--- src/rtl/huffman_decoder.sv ---
// rtl/huffman_decoder.sv - bit-serial Huffman decoder with loadable 64-entry code table
module huffman_decoder #(
    parameter int NUM_SYM = 64,
    parameter int SYM_W   = 6,
    parameter int CODE_W  = 8,
    parameter int LEN_W   = 4
) (
    input  logic                    i_clock,
    input  logic                    i_resetn,
    input  logic                    i_tbl_we,
    input  logic [SYM_W-1:0]        i_tbl_addr,
    input  logic [CODE_W+LEN_W-1:0] i_tbl_data,
    input  logic [31:0]             i_word_in,
    input  logic                    i_word_valid,
    input  logic                    i_word_last,
    input  logic [5:0]              i_word_bits,
    output logic                    o_word_ready,
    output logic [SYM_W-1:0]        o_sym_out,
    output logic                    o_sym_valid,
    output logic                    o_sym_err,
    output logic                    o_done
);

    localparam logic [0:0] ST_IDLE = 1'b0;
    localparam logic [0:0] ST_BUSY = 1'b1;

    logic [0:0]               r_state;
    logic [CODE_W+LEN_W-1:0]  r_tbl [NUM_SYM];
    logic [31:0]              r_shreg;
    logic [5:0]               r_limit;
    logic [5:0]               r_cnt;
    logic                     r_last;
    logic [CODE_W-1:0]        r_acc;
    logic [LEN_W-1:0]         r_acc_len;
    logic                     r_word_ready;
    logic [SYM_W-1:0]         r_sym_out;
    logic                     r_sym_valid;
    logic                     r_sym_err;
    logic                     r_done;

    logic                     w_bit;
    logic [CODE_W-1:0]        w_acc_next;
    logic [LEN_W-1:0]         w_len_next;
    logic [LEN_W-1:0]         w_shamt;
    logic [CODE_W-1:0]        w_mask;
    logic [5:0]               w_cnt_next;
    logic                     w_last_bit;
    logic                     w_full;
    logic                     w_hit;
    logic [SYM_W-1:0]         w_hit_idx;

    // Table has no reset so firmware contents survive a link reset
    always_ff @(posedge i_clock) begin
        if (i_tbl_we && r_state == ST_IDLE) begin
            r_tbl[i_tbl_addr] <= i_tbl_data;
        end
    end

    assign w_bit      = r_shreg[31];
    assign w_acc_next = {r_acc[CODE_W-2:0], w_bit};
    assign w_len_next = r_acc_len + 1'b1;
    assign w_shamt    = LEN_W'(CODE_W) - w_len_next;
    assign w_mask     = {CODE_W{1'b1}} >> w_shamt;
    assign w_cnt_next = r_cnt + 6'd1;
    assign w_last_bit = (w_cnt_next == r_limit);
    assign w_full     = (w_len_next == LEN_W'(CODE_W));

    // Scan downwards so the lowest matching index wins on duplicate codes
    always_comb begin
        w_hit     = 1'b0;
        w_hit_idx = '0;
        for (int i = NUM_SYM - 1; i >= 0; i--) begin
            if (r_tbl[i][LEN_W-1:0] == w_len_next &&
                ((r_tbl[i][CODE_W+LEN_W-1:LEN_W] ^ w_acc_next) & w_mask) == '0) begin
                w_hit     = 1'b1;
                w_hit_idx = SYM_W'(i);
            end
        end
    end

    always_ff @(posedge i_clock or negedge i_resetn) begin
        if (!i_resetn) begin
            r_state      <= ST_IDLE;
            r_shreg      <= '0;
            r_limit      <= '0;
            r_cnt        <= '0;
            r_last       <= 1'b0;
            r_acc        <= '0;
            r_acc_len    <= '0;
            r_word_ready <= 1'b1;
            r_sym_out    <= '0;
            r_sym_valid  <= 1'b0;
            r_sym_err    <= 1'b0;
            r_done       <= 1'b0;
        end else begin
            r_sym_valid <= 1'b0;
            r_sym_err   <= 1'b0;
            r_done      <= 1'b0;
            case (r_state)
                ST_IDLE: begin
                    if (i_word_valid && r_word_ready) begin
                        r_shreg      <= i_word_in;
                        r_limit      <= (i_word_last && i_word_bits != 6'd0) ? i_word_bits : 6'd32;
                        r_last       <= i_word_last;
                        r_cnt        <= '0;
                        r_state      <= ST_BUSY;
                        r_word_ready <= 1'b0;
                    end
                end
                default: begin
                    r_shreg <= {r_shreg[30:0], 1'b0};
                    r_cnt   <= w_cnt_next;
                    if (w_hit) begin
                        r_sym_out   <= w_hit_idx;
                        r_sym_valid <= 1'b1;
                        r_acc       <= '0;
                        r_acc_len   <= '0;
                    end else if (w_full) begin
                        r_sym_err <= 1'b1;
                        r_acc     <= '0;
                        r_acc_len <= '0;
                    end else begin
                        r_acc     <= w_acc_next;
                        r_acc_len <= w_len_next;
                    end
                    // Partial code left at end of stream is padding: drop it silently
                    if (w_last_bit) begin
                        r_state      <= ST_IDLE;
                        r_word_ready <= 1'b1;
                        if (r_last) begin
                            r_done    <= 1'b1;
                            r_acc     <= '0;
                            r_acc_len <= '0;
                        end
                    end
                end
            endcase
        end
    end

    assign o_word_ready = r_word_ready;
    assign o_sym_out    = r_sym_out;
    assign o_sym_valid  = r_sym_valid;
    assign o_sym_err    = r_sym_err;
    assign o_done       = r_done;

endmodule
--- config.mk ---
export PLATFORM = sky130hd
export DESIGN_NAME = huffman_decoder
export DESIGN_NICKNAME = d
export VERILOG_FILES = /design/src/rtl/huffman_decoder.sv
export SDC_FILE = /design/constraint.sdc
export NUM_CORES = 1
export LEC_CHECK = 0
export CAP_MARGIN = 25
export CORE_MARGIN = 8
export CORE_UTILIZATION = 60
export DETAILED_ROUTE_END_ITERATION = 7
export GPL_TIMING_DRIVEN = 0
export PLACE_DENSITY_LB_ADDON = 0.3
export SYNTH_ARGS = -nofsm -noshare
export SYNTH_HDL_FRONTEND = slang
export SYNTH_SLANG_ARGS = --single-unit
export TNS_END_PERCENT = 100
--- constraint.sdc ---
create_clock -name i_clock -period 9.35 [get_ports i_clock]
set_input_delay 2.805 -clock i_clock [delete_from_list [all_inputs] [get_ports i_clock]]
set_output_delay 2.805 -clock i_clock [all_outputs]
set_load 0.01 [all_outputs]
==> reports/qor.yml, run 1 <==
dr.pass1.iters: 8
fin_crit_ns: 7.42
rows: 93
num_antenna_cells: 0
fin_area_um2: 44300
grt_max_degree: 68
max_stage_delay_ns: 1.04
vias_per_cell: 6.92
slew_viol_final: 0
layout_commonest_cell: "edfxtp_1"
worst_setup_path_end_kind: "register"
drive_gt1_share_pct: 10.8
critPathSlowestCell: "nor3_1"
synth.largest_area_cell: "edfxtp_1"
hold_viol: 0
whs_ns: 0.483
cap_violations: 0
final_cell_mix: "768 x edfxtp_1, 438 x xor2_1, 310 x xnor2_1"
fmax_mhz: 135
postCtsSetupRepairBufs: 0
cts.repair.resized: 0
synth-seq-cells: 835
htreeDepth: 3
syn-num-nets: 2877
synthDominantCellAreaShare_pct: 59.1
start_util_pct: 60.7
postSynthCellCount: 2812
grt_pass1_wl_um: 193000
cts_buffer_depth: 3
cp_data_required_time_ns: 9.88
synthesis.area_um2: 39000
track_usage_pct: 37.1
nets: 3098
dieWidth_um: 271
path_class: "register to register"
gp_congestion: 1.02
cts_buffers: 86
dieHeight_um: 271
p_per_area_nw_per_um2: 243
cts_root_buf: "clkbuf_16"
port_buffers: 67
placed_cells: 3766
grt_antenna_before_repair: 5
syn2layout_area_growth_pct: 13.5
worstMarginPinSlew_ns: 1.23
hpwl_um: 89400
cp_max_fo: 10
drt_wl_total_um: 140000
tritoncts: "yes"
path_buf_inv: 5
crit_top_cell: "buf_4"
finClkSkew_ns: 0.0271
syn_avg_cell_area_um2: 13.9
io_pins: 71
path_clk_slew_ns: 0.06
vias: 27400
min_period_over_period_pct: 79.4
grt_pass1_vias: 26100
slew_headroom_pct: 17.7
synth_edf_count: 768
grt_setup_unrepaired: "false"
hold_class: "register to register"
drc: 0
grt_overflow: 0
ant_nets: 0
startpoint_type: "register"
finalPower_uw: 10800
ys_seq_area_share_pct: 63.4
synthFlopType: "edfxtp_1"
cp_top_family: "simple AND/OR/NAND/NOR gates"
vdd_ir_drop_max_uv: 188
yosysUniqueCellTypes: 94
cts_hold_buf: 0
drtIter0Drc: 4946
stdcell_count: 3960
cts.sinks: 835
fp.dieArea_um2: 73500
leakagePower_uw: 0.0159
status: "completed"
tns_ns: 0
worstPathArrival_ns: 7.95
wl_per_cell_um: 35.4
synth_area_leaders: "edfxtp_1 59%, xor2_1 9.8%, xnor2_1 7.0%"
clkLatencyLatePin_ns: 0.67
setup_viol: 0
yosys_warnings: 0
dpl-instance-area_um2: 41200
crit_chain: "buf_4, buf_4, clkinv_1, ha_1, buf_2, a21boi_0, o2bb2ai_2, nor3_1, clkbuf_1, a22oi_1, nand2_1, nand4b_1, nor4b_4, nand2_2, o21ai_4, mux2_4, o31a_1"
core_um2: 64300
async_flop_share_pct: 8.02
[cell families after synthesis]
| family | synth area share [%] |
|---|---|
| AOI/OAI and AO/OA | 9.55 |
| xor gates and xnor gates | 18.0 |
| adders and majority gates | 0.128 |
| buffers and inverters | 2.42 |
| DFF | 63.4 |
| muxes | 0.943 |
| and+or+nand+nor | 5.62 |
[synthesized netlist by cell type, types with 14 or more instances]
cell type / instances
nor2_1: 111
xnor3_1: 17
nand3_1: 52
mux2i_1: 33
dfrtp_1: 66
a2111oi_0: 17
o21ai_0: 127
a222oi_1: 16
nand2_1: 138
a211oi_1: 36
xnor2_1: 310
a22oi_1: 40
inv_1: 17
o211ai_1: 35
clkbuf_1: 58
nor4_1: 14
o2111ai_1: 25
buf_2: 76
a221oi_1: 25
o22ai_1: 33
edfxtp_1: 768
buf_4: 27
a21oi_1: 90
xor2_1: 438
nand4_1: 26
[where the power goes]
group	leakage, µW	switching [µW]	internal (µW)
logic	0.00679	2050	979
registers	0.00777	88.7	4200
clock network	0.00136	1490	1950
[cell type report]
class | instances | area (µm²)
well taps | 855 | 1070
plain buffers | 172 | 873
clock buffers | 113 | 2360
inverters | 19 | 71.3
flip-flops and latches | 835 | 24700
repair buffers | 133 | 1450
clock inverters | 47 | 405
multi-input cells | 1786 | 13300
fillers | 4308 | 20000
[path summary, 6_finish.rpt]
path,cells past startpoint,from,to,slack [ns]
max in group asynchronous,1,i_resetn,r_shreg[4],6.50
setup reg to reg,17,r_acc_len[1],o_sym_out[0],1.93
hold / removal,2,r_shreg[16],r_shreg[17],0.48
setup / recovery,17,r_acc_len[1],o_sym_out[0],1.93
min in group asynchronous,1,i_resetn,r_shreg[19],2.27
hold reg to reg,2,r_shreg[16],r_shreg[17],0.48
[per-stage QoR]
stage                     worst slack [ns]  utilization, %
after floorplan                       4.80               -
after global placement                2.28            63.4
after detailed placement              2.55            64.1
after CTS                             2.52            68.4
after global routing                  2.25            68.9
final                                 1.93            68.9
[worst reg2reg max path, delay by kind of cell (launching register included)]
kind / cells / cell delay (ns)
flops: 1 / 0.44
buf+inv: 5 / 2.18
fa+ha+maj: 1 / 0.61
mux: 1 / 0.34
simple gates: 5 / 2.40
compound gates: 5 / 1.34
[sequential cells by signal, indices dropped and copies added, names as in the netlist]
name / count
o_done: 1
o_sym_err: 1
o_sym_out: 6
o_sym_valid: 1
o_word_ready: 1
r_acc: 7
r_acc_len: 4
r_cnt: 6
r_last: 1
r_limit: 6
r_shreg: 32
r_state: 1
r_tbl: 768
[metal layers]
metal / vias up / wire [µm] / global-route usage [%]
met4: 4 / 10700 / 22.6
met5: - / 36 / 0
met2: 2602 / 58200 / 52.8
met1: 13300 / 48300 / 47.8
li1: 10900 / - / -
met3: 589 / 23000 / 14.0
(Power assumes the default switching activity.)
==> run 2, diff against run 1 <==
CORE_UTILIZATION = 57   (was 60)
clock period = 6.65 ns   (was 9.35 ns; I/O delays follow)
==> run 2 against run 1 <==
  * Setup slack got worse by 1.9 ns
  * Register-to-register slack got worse by 1.9 ns
  * Clock power increased by 43%
  * Count of clock-buffer cells in the layout decreased by 6
  * Sequential power increased by 41%
  * Die area increased by 4.9%
  * Clock skew decreased by 0.0028 ns
  * Design area increased by 0.33%
  * Routed wire length increased by 0.19%
  * Fmax increased by 12%
  * First-iteration DRC count decreased by 12%
  * Hold slack about the same
  * Critical endpoint unchanged
  * Highest routed layer unchanged
==> reports/qor.yml, run 2 (same netlist as run 1, synthesis figures left out) <==
p_per_area_nw_per_um2: 343
fp.dieArea_um2: 77100
cp.depth: 19
finClkSkew_ns: 0.0243
postCtsSetupRepairBufs: 0
dp_slack_ns: -0.273
num-fill-cells: 4925
hold_viol: 0
crit_top_cell: "buf_2"
ant_nets: 0
fin_crit_ns: 6.62
slew_viol_final: 0
worstMarginPinSlew_ns: 1.28
dieHeight_um: 278
track_usage_pct: 35.4
cp_max_fo: 10
cts_hold_buf: 0
cts_buffers: 88
max_stage_delay_ns: 0.53
cap_violations: 0
hold_class: "register to register"
htreeDepth: 3
largest_reg_flops: 768
gp_congestion: 1.04
drc: 0
ff2ff_path_depth: 19
top_regs: "r_tbl (768), r_shreg (32), r_acc (7)"
critPathSlowestCell: "nor4_4"
drt_wl_total_um: 141000
setup_viol: 0
clkLatencyLatePin_ns: 0.65
fin_area_um2: 44500
worstPathArrival_ns: 7.16
drtIter0Drc: 4347
nets: 3095
start_util_pct: 57.2
tritoncts: "yes"
core_um2: 68200
path_buf_inv: 7
min_period_over_period_pct: 99.5
dieWidth_um: 278
path_clk_slew_ns: 0.06
vias_per_cell: 6.75
grt_antenna_before_repair: 6
final-seq-area_um2: 24700
cts.repair.resized: 2
multi_input_area_um2: 13300
worst_setup_path_end_kind: "register"
io_pins: 71
vdd_ir_drop_max_uv: 241
status: "completed"
grt_max_degree: 68
dpl-instance-area_um2: 41400
rows: 96
grt_pass1_vias: 25800
stdcell_count: 3986
min_path_cells: 2
vias: 26900
layout_commonest_cell: "edfxtp_1"
cts_buffer_depth: 3
setup_ws_ns: 0.0306
syn2layout_area_growth_pct: 13.9
leakagePower_uw: 0.0159
r2r-end: "o_sym_out[0]"
top_register: "r_tbl"
path_class: "register to register"
hpwl_um: 91100
cp_data_required_time_ns: 7.19
cts_root_buf: "clkbuf_16"
startpoint_type: "register"
drive_gt1_share_pct: 10.9
fmax_mhz: 151
min_to: "r_shreg[2]"
grt_setup_unrepaired: "false"
cts.sinks: 835
r2r_start: "r_acc_len[1]"
tns_ns: 0
grt_overflow: 0
grt_pass1_wl_um: 193000
wl_per_cell_um: 35.3
reg2reg_slack_ns: 0.03
port_buffers: 67
crit_chain: "buf_4, buf_4, clkinv_2, ha_1, buf_2, nor4bb_1, a2111o_1, o211a_1, buf_2, buf_2, buf_2, a22oi_1, o211ai_1, nand3_1, nor4_4, nand2_2, o21ai_4, mux2_4, o31a_1"
placed_cells: 3798
dr.pass1.iters: 6
slew_headroom_pct: 14.7
whs_ns: 0.483
cp_top_family: "buffers and inverters"
final_cell_mix: "768 x edfxtp_1, 438 x xor2_1, 310 x xnor2_1"
min_from: "r_shreg[1]"
==> run 2: cell types whose count changed in the layout (fill, tap and decap cells not counted), sizes merged <==
cell          delta
buf              -5
bufinv           +2
clkbuf           -5
clkinv           +7
diode            +3
dlymetal6s2s     -1
inv              -2
==> run 2: power by group <==
group	internal, µW	leakage, µW	total (µW)	switching [µW]
clock	2810	0.00138	4920	2110
sequential	5910	0.00777	6040	131
combinational	1380	0.00678	4260	2880
==> run 2: final cells by class <==
cell class | instances | area share, %
well taps | 882 | 2.48
diodes | 3 | 0.0169
repair buffers | 129 | 3.35
clock inverters | 54 | 1.13
inverters | 19 | 0.163
plain buffers | 171 | 1.96
flip-flops and latches | 835 | 55.7
clock buffers | 107 | 5.23
multi-input cells | 1786 | 30.0
==> run 2: worst reg2reg max path: cells and delay by family (launching register included) <==
| kind | cells | cell delay, ns |
|---|---|---|
| buf+inv | 7 | 2.24 |
| simple gates | 4 | 1.63 |
| flops | 1 | 0.43 |
| fa+ha+maj | 1 | 0.44 |
| compound gates | 6 | 1.42 |
| mux | 1 | 0.34 |
==> run 2: worst max path at each step <==
stage                       from            to  slack, ns
floorplan           r_acc_len[1]  o_sym_out[0]       2.45
global placement    r_acc_len[1]  o_sym_out[0]      -0.60
detailed placement  r_acc_len[1]  o_sym_out[0]      -0.27
CTS                 r_acc_len[1]  o_sym_out[0]       0.31
global route        r_acc_len[1]  o_sym_out[0]       0.04
finish              r_acc_len[1]  o_sym_out[0]       0.03
==> run 2: stage by stage <==
step           utilization [%]  total power [µW]
2_1_floorplan                -              8490
3_3_place_gp              59.8             10100
3_5_place_dp              60.7             10200
4_1_cts                   64.8             15000
5_1_grt                   65.1             15500
6_report                  65.2             15200
==> run 2: layer usage <==
layer / up-vias / wire length, µm / GRT usage, %
met5: - / 41 / 0
met4: 6 / 10200 / 21.3
met3: 517 / 20400 / 11.5
met2: 2246 / 59800 / 52.1
met1: 13300 / 50100 / 45.7
li1: 10900 / - / -
